<file path="config.mk">
export PLATFORM = sky130hd
export DESIGN_NAME = hazard_unit_flat
export DESIGN_NICKNAME = d
export VERILOG_FILES = /design/src/rtl/hazard_unit_if.sv /design/src/rtl/hazard_unit.sv /design/src/flat_wrapper.sv
export SDC_FILE = /design/constraint.sdc
export NUM_CORES = 1
export LEC_CHECK = 0
export BUFFER_PORTS_ARGS = -buffer_cell sky130_fd_sc_hd__buf_2
export CORE_MARGIN = 8
export CORE_UTILIZATION = 30
export DETAILED_ROUTE_END_ITERATION = 16
export GPL_TIMING_DRIVEN = 1
export PLACE_DENSITY = 0.55
export SYNTH_ARGS = -nofsm -noshare
export SYNTH_HDL_FRONTEND = slang
export SYNTH_SLANG_ARGS = --single-unit
export TNS_END_PERCENT = 20
</file>
<file path="constraint.sdc">
create_clock -name i_CLK -period 4.92 [get_ports i_CLK]
set_input_delay 0.246 -clock i_CLK [delete_from_list [all_inputs] [get_ports i_CLK]]
set_output_delay 0.246 -clock i_CLK [all_outputs]
set_load 0.01 [all_outputs]
</file>
<file path="src/rtl/hazard_unit_if.sv">
// Hazard-unit signal bundle: pipeline stage state in, forwarding/stall/flush controls out.
interface hazard_unit_if #(
  parameter int unsigned RF_ADDR_WIDTH = 5
);
  logic [RF_ADDR_WIDTH-1:0] i_RsD, i_RtD, i_RsE, i_RtE;
  logic [RF_ADDR_WIDTH-1:0] i_WriteRegE, i_WriteRegM, i_WriteRegW;
  logic                     i_RegWriteE, i_RegWriteM, i_RegWriteW;
  logic                     i_MemtoRegE, i_MemtoRegM;
  logic                     i_BranchD;
  logic                     i_MduStartE;
  logic [2:0]               o_ForwardAE, o_ForwardBE;
  logic                     o_ForwardAD, o_ForwardBD;
  logic                     o_StallF, o_StallD, o_StallE;
  logic                     o_FlushE, o_FlushM;
  logic                     o_MduDone;
  logic [15:0]              o_StallCycles;

  modport master (
    output i_RsD, i_RtD, i_RsE, i_RtE, i_WriteRegE, i_WriteRegM, i_WriteRegW,
           i_RegWriteE, i_RegWriteM, i_RegWriteW, i_MemtoRegE, i_MemtoRegM,
           i_BranchD, i_MduStartE,
    input  o_ForwardAE, o_ForwardBE, o_ForwardAD, o_ForwardBD, o_StallF, o_StallD,
           o_StallE, o_FlushE, o_FlushM, o_MduDone, o_StallCycles
  );

  modport slave (
    input  i_RsD, i_RtD, i_RsE, i_RtE, i_WriteRegE, i_WriteRegM, i_WriteRegW,
           i_RegWriteE, i_RegWriteM, i_RegWriteW, i_MemtoRegE, i_MemtoRegM,
           i_BranchD, i_MduStartE,
    output o_ForwardAE, o_ForwardBE, o_ForwardAD, o_ForwardBD, o_StallF, o_StallD,
           o_StallE, o_FlushE, o_FlushM, o_MduDone, o_StallCycles
  );
endinterface

</file>
<file path="src/rtl/hazard_unit.sv">
// Five-stage pipeline hazard unit: operand forwarding, load-use/branch stalls and a
// multi-cycle mul/div occupancy FSM that holds Execute while the op runs.
module hazard_unit #(
  parameter int unsigned RF_ADDR_WIDTH = 5,
  parameter int unsigned MDU_LATENCY   = 4
) (
  input  logic            i_CLK,
  input  logic            i_RST,
  hazard_unit_if.slave    hz
);

  localparam logic [RF_ADDR_WIDTH-1:0] Zero    = '0;
  localparam logic [3:0]               CntLoad = 4'(MDU_LATENCY - 2);

  typedef enum logic [0:0] {StIdle, StBusy} state_e;

  state_e      state_q, state_d;
  logic [3:0]  cnt_q, cnt_d;
  logic [15:0] stall_cycles_q;
  logic        mdustall, mdu_done;
  logic        lwstall, brstall;
  logic        wr_m_ok, wr_w_ok, wr_e_ok;

  assign wr_m_ok = hz.i_RegWriteM && (hz.i_WriteRegM != Zero);
  assign wr_w_ok = hz.i_RegWriteW && (hz.i_WriteRegW != Zero);
  assign wr_e_ok = hz.i_RegWriteE && (hz.i_WriteRegE != Zero);

  assign lwstall = hz.i_MemtoRegE && (hz.i_WriteRegE != Zero) &&
                   ((hz.i_WriteRegE == hz.i_RsD) || (hz.i_WriteRegE == hz.i_RtD));

  // Branch compares in Decode, so any producer still in E, or a load still in M, must drain.
  assign brstall = hz.i_BranchD &&
                   ((wr_e_ok && ((hz.i_WriteRegE == hz.i_RsD) || (hz.i_WriteRegE == hz.i_RtD))) ||
                    (hz.i_MemtoRegM && (hz.i_WriteRegM != Zero) &&
                     ((hz.i_WriteRegM == hz.i_RsD) || (hz.i_WriteRegM == hz.i_RtD))));

  always_comb begin
    state_d  = state_q;
    cnt_d    = cnt_q;
    mdustall = 1'b0;
    mdu_done = 1'b0;
    unique case (state_q)
      StIdle: begin
        if (hz.i_MduStartE) begin
          mdustall = 1'b1;
          state_d  = StBusy;
          cnt_d    = CntLoad;
        end
      end
      StBusy: begin
        if (cnt_q != 4'd0) begin
          mdustall = 1'b1;
          cnt_d    = cnt_q - 4'd1;
        end else begin
          mdu_done = 1'b1;
          state_d  = StIdle;
        end
      end
      default: state_d = StIdle;
    endcase
    if (i_RST) begin
      state_d  = StIdle;
      cnt_d    = 4'd0;
    end
  end

  always_comb begin
    hz.o_ForwardAE = 3'b000;
    hz.o_ForwardBE = 3'b000;
    hz.o_ForwardAD = 1'b0;
    hz.o_ForwardBD = 1'b0;
    hz.o_StallF    = 1'b0;
    hz.o_StallD    = 1'b0;
    hz.o_StallE    = 1'b0;
    hz.o_FlushE    = 1'b0;
    hz.o_FlushM    = 1'b0;
    hz.o_MduDone   = 1'b0;
    if (!i_RST) begin
      if (wr_m_ok && (hz.i_WriteRegM == hz.i_RsE))      hz.o_ForwardAE = 3'b010;
      else if (wr_w_ok && (hz.i_WriteRegW == hz.i_RsE)) hz.o_ForwardAE = 3'b001;
      if (wr_m_ok && (hz.i_WriteRegM == hz.i_RtE))      hz.o_ForwardBE = 3'b010;
      else if (wr_w_ok && (hz.i_WriteRegW == hz.i_RtE)) hz.o_ForwardBE = 3'b001;
      hz.o_ForwardAD = wr_m_ok && (hz.i_WriteRegM == hz.i_RsD);
      hz.o_ForwardBD = wr_m_ok && (hz.i_WriteRegM == hz.i_RtD);
      hz.o_StallF    = lwstall || brstall || mdustall;
      hz.o_StallD    = lwstall || brstall || mdustall;
      hz.o_StallE    = mdustall;
      hz.o_FlushM    = mdustall;
      // A held E register must keep its op, so the bubble waits until the MDU releases E.
      hz.o_FlushE    = (lwstall || brstall) && !mdustall;
      hz.o_MduDone   = mdu_done;
    end
  end

  assign hz.o_StallCycles = stall_cycles_q;

  always_ff @(posedge i_CLK) begin
    state_q <= state_d;
    cnt_q   <= cnt_d;
    if (i_RST) begin
      stall_cycles_q <= 16'd0;
    end else if (hz.o_StallD && (stall_cycles_q != 16'hFFFF)) begin
      stall_cycles_q <= stall_cycles_q + 16'd1;
    end
  end

endmodule

</file>
<file path="src/flat_wrapper.sv">
// flat-port wrapper written by rule: the top's interface ports become plain ports
module hazard_unit_flat 
#(
  parameter int unsigned RF_ADDR_WIDTH = 5,
  parameter int unsigned MDU_LATENCY   = 4
)
  (i_CLK, i_RST, hz_i_RsD, hz_i_RtD, hz_i_RsE, hz_i_RtE, hz_i_WriteRegE, hz_i_WriteRegM, hz_i_WriteRegW, hz_i_RegWriteE, hz_i_RegWriteM, hz_i_RegWriteW, hz_i_MemtoRegE, hz_i_MemtoRegM, hz_i_BranchD, hz_i_MduStartE, hz_o_ForwardAE, hz_o_ForwardBE, hz_o_ForwardAD, hz_o_ForwardBD, hz_o_StallF, hz_o_StallD, hz_o_StallE, hz_o_FlushE, hz_o_FlushM, hz_o_MduDone, hz_o_StallCycles);
  hazard_unit_if #(.RF_ADDR_WIDTH(RF_ADDR_WIDTH)) hz_i ();
  input  logic i_CLK;
  input  logic i_RST;
  input wire logic [$bits(hz_i.i_RsD)-1:0] hz_i_RsD;
  input wire logic [$bits(hz_i.i_RtD)-1:0] hz_i_RtD;
  input wire logic [$bits(hz_i.i_RsE)-1:0] hz_i_RsE;
  input wire logic [$bits(hz_i.i_RtE)-1:0] hz_i_RtE;
  input wire logic [$bits(hz_i.i_WriteRegE)-1:0] hz_i_WriteRegE;
  input wire logic [$bits(hz_i.i_WriteRegM)-1:0] hz_i_WriteRegM;
  input wire logic [$bits(hz_i.i_WriteRegW)-1:0] hz_i_WriteRegW;
  input wire logic [$bits(hz_i.i_RegWriteE)-1:0] hz_i_RegWriteE;
  input wire logic [$bits(hz_i.i_RegWriteM)-1:0] hz_i_RegWriteM;
  input wire logic [$bits(hz_i.i_RegWriteW)-1:0] hz_i_RegWriteW;
  input wire logic [$bits(hz_i.i_MemtoRegE)-1:0] hz_i_MemtoRegE;
  input wire logic [$bits(hz_i.i_MemtoRegM)-1:0] hz_i_MemtoRegM;
  input wire logic [$bits(hz_i.i_BranchD)-1:0] hz_i_BranchD;
  input wire logic [$bits(hz_i.i_MduStartE)-1:0] hz_i_MduStartE;
  output wire logic [$bits(hz_i.o_ForwardAE)-1:0] hz_o_ForwardAE;
  output wire logic [$bits(hz_i.o_ForwardBE)-1:0] hz_o_ForwardBE;
  output wire logic [$bits(hz_i.o_ForwardAD)-1:0] hz_o_ForwardAD;
  output wire logic [$bits(hz_i.o_ForwardBD)-1:0] hz_o_ForwardBD;
  output wire logic [$bits(hz_i.o_StallF)-1:0] hz_o_StallF;
  output wire logic [$bits(hz_i.o_StallD)-1:0] hz_o_StallD;
  output wire logic [$bits(hz_i.o_StallE)-1:0] hz_o_StallE;
  output wire logic [$bits(hz_i.o_FlushE)-1:0] hz_o_FlushE;
  output wire logic [$bits(hz_i.o_FlushM)-1:0] hz_o_FlushM;
  output wire logic [$bits(hz_i.o_MduDone)-1:0] hz_o_MduDone;
  output wire logic [$bits(hz_i.o_StallCycles)-1:0] hz_o_StallCycles;
  assign hz_i.i_RsD = hz_i_RsD;
  assign hz_i.i_RtD = hz_i_RtD;
  assign hz_i.i_RsE = hz_i_RsE;
  assign hz_i.i_RtE = hz_i_RtE;
  assign hz_i.i_WriteRegE = hz_i_WriteRegE;
  assign hz_i.i_WriteRegM = hz_i_WriteRegM;
  assign hz_i.i_WriteRegW = hz_i_WriteRegW;
  assign hz_i.i_RegWriteE = hz_i_RegWriteE;
  assign hz_i.i_RegWriteM = hz_i_RegWriteM;
  assign hz_i.i_RegWriteW = hz_i_RegWriteW;
  assign hz_i.i_MemtoRegE = hz_i_MemtoRegE;
  assign hz_i.i_MemtoRegM = hz_i_MemtoRegM;
  assign hz_i.i_BranchD = hz_i_BranchD;
  assign hz_i.i_MduStartE = hz_i_MduStartE;
  assign hz_o_ForwardAE = hz_i.o_ForwardAE;
  assign hz_o_ForwardBE = hz_i.o_ForwardBE;
  assign hz_o_ForwardAD = hz_i.o_ForwardAD;
  assign hz_o_ForwardBD = hz_i.o_ForwardBD;
  assign hz_o_StallF = hz_i.o_StallF;
  assign hz_o_StallD = hz_i.o_StallD;
  assign hz_o_StallE = hz_i.o_StallE;
  assign hz_o_FlushE = hz_i.o_FlushE;
  assign hz_o_FlushM = hz_i.o_FlushM;
  assign hz_o_MduDone = hz_i.o_MduDone;
  assign hz_o_StallCycles = hz_i.o_StallCycles;
  hazard_unit #(.RF_ADDR_WIDTH(RF_ADDR_WIDTH), .MDU_LATENCY(MDU_LATENCY)) u_core (.i_CLK(i_CLK), .i_RST(i_RST), .hz(hz_i));
endmodule
</file>
* After elaboration in Yosys (flattened, before gate mapping)
Cells that the tools add are included.
Widths: inputs -> output; s select.
** Operators by class
- $add $sub $neg :: 2
- Equal/unequal tests :: 11
- Reductions and logical operators :: 28
- Multiplexer cells :: 20
- Bitwise gates (word level) :: 1
** Operators by type and width (number)
- $eq 5x5->1 :: 8
- $logic_and 1x1->1 :: 17
- $add 16x1->16 const B :: 1
- $ne 16x16->1 const B :: 1
- $reduce_bool 5->1 :: 3
- $mux 1 :: 12
- $mux 3 :: 4
- $mux 4 :: 2
- $pmux 4 s2 :: 1
- $logic_or 1x1->1 :: 5
- $ne 2x2->1 const B :: 2
- $reduce_bool 4->1 :: 1
- $sub 4x1->4 const B :: 1
- $pmux 1 s2 :: 1
- $reduce_and 2->1 :: 1
- $logic_not 1->1 :: 1
- $not 1->1 :: 1
** Word-level totals
- Register bits after elaboration :: 21
- Input bits :: 44
- Output and inout port bits :: 30

* Logic depth before layout (Yosys ltp)
Gate-level depths: netlist (run 1).
- Depth after elaboration :: 9
- Mapped depth :: 9

* Worst setup path before layout (run 1)
Ideal clock, no wire load.
- Kind :: input -> register
- Start :: input hz_i_WriteRegM[0]
- End :: register u_core.stall_cycles_q[9] (netlist: u_core.hz.o_StallCycles[9])
- Library setup time :: 0.123 ns
- Required time :: 4.797 ns
- Setup slack :: 2.918 ns
- Stages :: 9
- Arrival :: 1.878 ns
- Cells stage by stage :: buf_4 -> xor2_1 -> nor3_1 -> nand3_1 -> a21o_1 -> and3_1 -> buf_6 -> nor4b_4 -> mux2_1
** Between the ends
- Word-level cells in the longest chain between the ends :: 9
** Ends and longest elaborated chain
- start, declared :: line flat_wrapper.sv:16 : input wire logic [$bits(hz_i.i_WriteRegM)-1:0] hz_i_WriteRegM;
- $eq 5x5->1 / $reduce_bool 5->1 (equally long branches) :: line hazard_unit.sv:35, hazard_unit.sv:34
- $logic_or 1x1->1 / $logic_and 1x1->1 (equally long branches) :: line hazard_unit.sv:35, hazard_unit.sv:34
- $logic_and 1x1->1 * :: line hazard_unit.sv:34 : (hz.i_MemtoRegM && (hz.i_WriteRegM != Zero) &&
- $logic_or 1x1->1 * :: line hazard_unit.sv:33 : ((wr_e_ok && ((hz.i_WriteRegE == hz.i_RsD) || (hz.i_WriteRegE == hz.i_RtD))) ||
- $logic_and 1x1->1 * :: line hazard_unit.sv:32 : assign brstall = hz.i_BranchD &&
- $logic_or 1x1->1 * (2 in a row) :: line hazard_unit.sv:86 : hz.o_StallD = lwstall || brstall || mdustall;
- $mux 1 * :: line hazard_unit.sv:78 : if (!i_RST) begin
- $logic_and 1x1->1 * :: line hazard_unit.sv:102 : end else if (hz.o_StallD && (stall_cycles_q != 16'hFFFF)) begin
- end signal, assigned :: line hazard_unit.sv:103 : stall_cycles_q <= stall_cycles_q + 16'd1;
- end, declared :: line hazard_unit.sv:19 : logic [15:0] stall_cycles_q;
Mark *: on every way between the ends. The rest lies on a longest branch, timed or not.
A chain may end at the register's enable or synchronous reset.

* Final worst setup path (run 1)
- Start :: register u_core.cnt_q[0]
- End :: output hz_o_StallF
** Between the ends
- Word-level cells in the longest chain between the ends :: 5
** Ends and longest elaborated chain
- start, declared :: line hazard_unit.sv:18 : logic [3:0] cnt_q, cnt_d;
- start signal, assigned :: line hazard_unit.sv:99 : cnt_q <= cnt_d;
- $reduce_bool 4->1 :: line hazard_unit.sv:51 : if (cnt_q != 4'd0) begin
- $mux 1 :: line hazard_unit.sv:51
- $pmux 1 s2 :: line hazard_unit.sv:42 : unique case (state_q)
- $logic_or 1x1->1 :: line hazard_unit.sv:85 : hz.o_StallF = lwstall || brstall || mdustall;
- $mux 1 :: line hazard_unit.sv:78
- end, declared :: line flat_wrapper.sv:29 : output wire logic [$bits(hz_i.o_StallF)-1:0] hz_o_StallF;
No other way between the ends.

==> results of run 1 <==
## cells by family (layout without fill, tap and decap cells)
logic type	count (synthesis)	after routing	synth area share
flops	21	21	0.248
xor+xnor	41	41	0.211
compound gates	29	29	0.108
mux	10	10	0.0619
buf+inv	23	84	0.0766
simple gates	91	91	0.277
other cells	1	2	0.00221
fa+ha+maj	2	2	0.0147
## per-stage QoR
stage               worst slack, ns  cells  instance area (um^2)  power (uW)  hold WS [ns]
finish                         2.54    352                  2100         408         0.307
CTS                            2.51    352                  2100         412         0.307
global route                   2.30    352                  2100         435         0.330
global placement               2.57    348                  2050         299         0.466
floorplan                      2.92    219                  1700         263         0.444
detailed placement             2.53    348                  2050         299         0.477
## where the power goes
part | internal [uW] | leakage (uW) | switching [uW]
logic | 49.4 | 0.000736 | 61.7
clock network | 57.7 | 0.0000228 | 56.6
registers | 175 | 0.000170 | 7.34
## cells in the mapped netlist (all sizes together)
library cell  instances  area (um^2)
xor2                 22          193
or4                   2         15.0
o211ai                1         7.51
ha                    2         25.0
and3                  3         18.8
a221oi                1         8.76
conb                  1         3.75
o21ai                 3         15.0
a311oi                1         8.76
a31o                  3         26.3
dfxtp                21          420
clkinv                1         3.75
nor3                 14         70.1
or3                   2         12.5
nand3b                1         7.51
nand3                15         75.1
nand4                 5         31.3
a21oi                12         60.1
and2                  3         18.8
o41ai                 1         8.76
nor3b                 1         7.51
nor4b                 1         23.8
nand2                16         60.1
inv                   8         30.0
a31oi                 3         18.8
mux2                  4         45.0
clkbuf                3         11.3
mux2i                 6         60.1
xnor2                19          166
nand2b                1         6.26
and4                  1         8.76
a21o                  2         15.0
nand4b                1         8.76
nor2                 20         75.1
buf                  11         85.1
o22ai                 1         6.26
nor4                  3         18.8
o311ai                1         8.76
nor2b                 2         12.5
## sequential cells by signal, indices dropped and copies added, names as in the netlist
register                 count
u_core.state_q               1
u_core.cnt_q                 4
u_core.hz.o_StallCycles     16
## layout make-up
cell class | instances | area [um^2]
fillers | 608 | 3380
multi-input cells | 175 | 1150
flip-flops and latches | 21 | 420
repair buffers | 71 | 355
well taps | 72 | 90.1
clock buffers | 4 | 45.0
inverters | 9 | 33.8
## per-layer routing
| layer | global-route usage | vias to the layer above | part of all wire | wire length, um |
|---|---|---|---|---|
| li1 | - | 879 | - | - |
| met1 | 0.129 | 748 | 0.45 | 2090 |
| met2 | 0.192 | 53 | 0.47 | 2210 |
| met5 | 0 | - | 0 | 0 |
| met4 | 0.0191 | 0 | 0.0021 | 10 |
| met3 | 0.0444 | 2 | 0.080 | 376 |
## critical path, delay by kind of cell, from the launching register on
family,cells,cell delay [ns]
DFF,1,0.35
AOI/OAI and AO/OA,1,0.45
buffers and inverters,2,0.23
adders and majority gates,1,0.21
and+or+nand+nor,3,0.64
## worst paths after layout
check                             start                         end  slack, ns  cells after the start
max                     u_core.cnt_q[0]                 hz_o_StallF       2.54                      7
min                      hz_i_MduStartE             u_core.cnt_q[2]       0.31                      4
max reg2reg  u_core.hz.o_StallCycles[0]  u_core.hz.o_StallCycles[5]       2.57                      8
min reg2reg  u_core.hz.o_StallCycles[4]  u_core.hz.o_StallCycles[4]       0.49                      1
==> key figures, run 1 <==
Yosys
  • Post-synthesis sequential area ratio: 0.248
  • Syn_area_per_cell: 7.79 um^2
  • Yosys warnings: 0
  • Synth Cell Area: 1700 um^2
  • Yosys cell types: 43
  • #FFs+latches synth: 21
  • Post-Syn Instances: 218

Floorplanning
  • Total core area: 5470 um^2
  • Die Wd: 91.2 um
  • Site Rows: 27
  • Total Die Area: 8320 um^2
  • Initial Util: 0.310
  • Num ports: 74
  • Die H: 91.2 um

STA
  • F_max: 420 MHz
  • Setup TNS: 0 ns
  • Slew margin rel.: 0.361
  • Worst slew pin tran: 0.954 ns
  • Clock skew: 0.00177 ns
  • Crit share post-route: 0.484
  • Final setup violation count: 0
  • Fin crit period: 2.38 ns
  • RSZ-0062 raised after global routing: no
  • Hold Fails Final Rpt: 0
  • Final number of max-transition violations: 0

Routing
  • Routed wire length: 4680 um
  • DRC: 0
  • Drt initial violations: 48
  • DR vias/cell: 4.78
  • WL/cell: 13.3 um
  • Vias: 1682
  • Routed Antenna Nets: 0
  • DRT Pass-1 Iters: 4

Critical path
  • Max incr delay on CP: 0.45 ns
  • Setup CP Type: reg2out
  • Crit-path cells: inv_1, ha_1, nand3b_1, o22ai_1, and3_1, nor2_1, buf_2
  • CP arrival: 2.14 ns
  • Required time of the critical path: 4.67 ns
  • Slowest stage cell on the critical path: o22ai_1
  • CP endpoint kind: primary output
  • Crit Path Max Fanout: 7
  • Crit path launch type: register

Clock network
  • Clock-pin slew on the worst setup and hold paths: 0.08 ns
  • Clock sinks: 21
  • CTS tree: built
  • Post-CTS Hold Buffers: 0
  • Total CTS buffers: 3
  • Setup Buffers After CTS: 0
  • H-tree levels: 1
  • Post-CTS sizing: 0
  • Worst skew pair latency: 0.26 ns
  • Max Root-Sink Buffers: 2
  • Clk root buf: clkbuf_8

Hold path
  • Tightest Hold Check Type: in2reg

GRT
  • Vias in the first global route: 1773
  • Tot GR Track Use: 0.112
  • Global-route wire length before repair: 7950 um
  • Grt ovf: 0
  • Initial antenna violation count: 0
  • Pin count of the biggest net entering global routing: 29

Run status
  • Status: finished clean

Cells and area
  • Core Util, Final: 0.383
  • Area growth, synth to finish: 23.4%
  • Commonest non-fill, non-tap cell in the layout: buf_2
  • Commonest cells after routing, fill and taps aside: buf_2, xor2_1, dfxtp_1
  • Inserted Diodes: 0
  • Fin nets: 327
  • Fraction of layout cells with a size suffix above 1: 0.286

Placed design
  • Dpl hpwl: 3880 um
  • RD Place Congestion: 0.825
  • Port Buffer Count: 71

Power
  • PwrDens: 195 nW/um^2
  • P_leak: 0.000929 uW
  • VDD IR max: 0.0754 mV

Job
  • Max Cap Viol: 0
Note: power is estimated with default switching activity, not from simulation.
==> run 2: changes to the inputs <==
PLACE_DENSITY = 0.57   (was 0.55)
clock period = 2.09 ns   (was 4.92 ns; I/O delays follow)
==> run 2 against run 1 <==
Sequential share of layout area is 1.1 points lower. Count of clock-buffer cells in the layout stayed put. Global-route usage is 0.58 points higher. Highest routed layer unchanged.
==> key figures, run 2 (same netlist as run 1, synthesis figures left out) <==
Placed design
  • Placed cells: 363
  • Port Buffer Count: 71
  • Dpl hpwl: 4250 um
  • RD Place Congestion: 0.836

Clock network
  • Clock sinks: 21
  • Worst skew pair latency: 0.26 ns
  • CTS tree: built
  • Post-CTS Hold Buffers: 0
  • Setup Buffers After CTS: 0
  • H-tree levels: 1
  • Clock-pin slew on the worst setup and hold paths: 0.08 ns
  • Max Root-Sink Buffers: 2
  • Total CTS buffers: 3
  • Clk root buf: clkbuf_8

Routing
  • Routed wire length: 4960 um
  • Vias: 1785
  • Drt initial violations: 65
  • WL/cell: 13.5 um
  • DRT Pass-1 Iters: 6
  • DR vias/cell: 4.86
  • DRC: 0
  • Routed Antenna Nets: 0

Floorplanning
  • Die Wd: 91.2 um
  • Num ports: 74
  • Initial Util: 0.310
  • Die H: 91.2 um
  • Site Rows: 27
  • Total Die Area: 8320 um^2
  • Total core area: 5470 um^2

Cells and area
  • Non-filler cells in the finished layout: 367
  • Commonest non-fill, non-tap cell in the layout: buf_2
  • Fraction of layout cells with a size suffix above 1: 0.329
  • Commonest cells after routing, fill and taps aside: buf_2, xor2_1, dfxtp_1
  • Core Util, Final: 0.404
  • Fin nets: 342
  • Area growth, synth to finish: 30.3%
  • Inserted Diodes: 0
  • Number of flip-flops in the largest register: 16

GRT
  • Pin count of the biggest net entering global routing: 18
  • Initial antenna violation count: 0
  • Grt ovf: 0
  • Global-route wire length before repair: 8400 um
  • Tot GR Track Use: 0.118
  • Vias in the first global route: 1857

Power
  • VDD IR max: 0.202 mV
  • PwrDens: 444 nW/um^2
  • P_leak: 0.00101 uW

STA
  • Clock skew: 0.00354 ns
  • Final setup violation count: 0
  • Setup TNS: 0 ns
  • F_max: 519 MHz
  • Final number of max-transition violations: 0
  • Fin crit period: 1.93 ns
  • RSZ-0062 raised after global routing: no
  • Hold Fails Final Rpt: 0
  • Crit share post-route: 0.921
  • Hold Slack: 0.170 ns

Critical path
  • Max incr delay on CP: 0.41 ns
  • Crit path launch type: register
  • Crit-path cells: ha_1, nand2_1, nor3_1, and2_1, or4_1, nor2_1, mux2_2
  • CP endpoint kind: register
  • CP arrival: 2.08 ns
  • Required time of the critical path: 2.24 ns
  • Slowest stage cell on the critical path: or4_1
  • Setup CP Type: reg2reg
  • Crit Path Max Fanout: 5

Hold path
  • Tightest Hold Check Type: in2reg

Run status
  • Status: finished clean

Job
  • Max Cap Viol: 0
-- run 2: path summary, 6_finish.rpt --
path / start / to / slack, ns / cells after the start
worst min register to register: u_core.hz.o_StallCycles[4] / u_core.hz.o_StallCycles[4] / 0.49 / 1
worst min-delay path: hz_i_MduStartE / u_core.cnt_q[2] / 0.17 / 4
worst max-delay path: u_core.hz.o_StallCycles[1] / u_core.hz.o_StallCycles[10] / 0.16 / 7
worst max register to register: u_core.hz.o_StallCycles[1] / u_core.hz.o_StallCycles[10] / 0.16 / 7
-- run 2: where the power goes --
group / switching (uW) / internal, uW / leakage [uW]
Combinational: 156 / 137 / 0.000813
Sequential: 12.7 / 413 / 0.000170
Clock: 128 / 136 / 0.0000228
Total: 297 / 685 / 0.00101
-- run 2: layer usage --
layer  share of wire  vias to the layer above  track usage
li1                -                      905            -
met5               0                        -            0
met1            0.46                      830        0.137
met2            0.48                       46        0.210
met4           0.011                        0       0.0300
met3           0.053                        4       0.0280
-- run 2: timing repair --
item                       in CTS  in global routing
setup endpoints to repair       0                  3
hold endpoints to repair        0                  0
gates resized for setup         0                  2
-- run 2: cell type report --
| class | instances | area [um^2] |
|---|---|---|
| sequential | 21 | 420 |
| multi-input combinational | 175 | 1150 |
| tap | 72 | 90.1 |
| inverter | 9 | 33.8 |
| fill | 606 | 3260 |
| timing repair buffer | 86 | 468 |
| clock buffer | 4 | 45.0 |
-- run 2: per-stage QoR --
stage	setup slack (ns)	instance area (um^2)	total power, uW
2_1_floorplan	0.207	1700	620
3_3_place_gp	0.0749	2160	724
3_5_place_dp	0.0631	2160	728
4_1_cts	0.168	2210	996
5_1_grt	0.0374	2210	1050
6_report	0.164	2210	982
-- run 2: critical path, delay by kind of cell (launching register included) --
kind | cells | cell delay, ns
adder cells (fa/ha/maj) | 1 | 0.23
flip-flops | 1 | 0.35
multiplexers | 1 | 0.34
AND/OR/NAND/NOR | 5 | 0.90
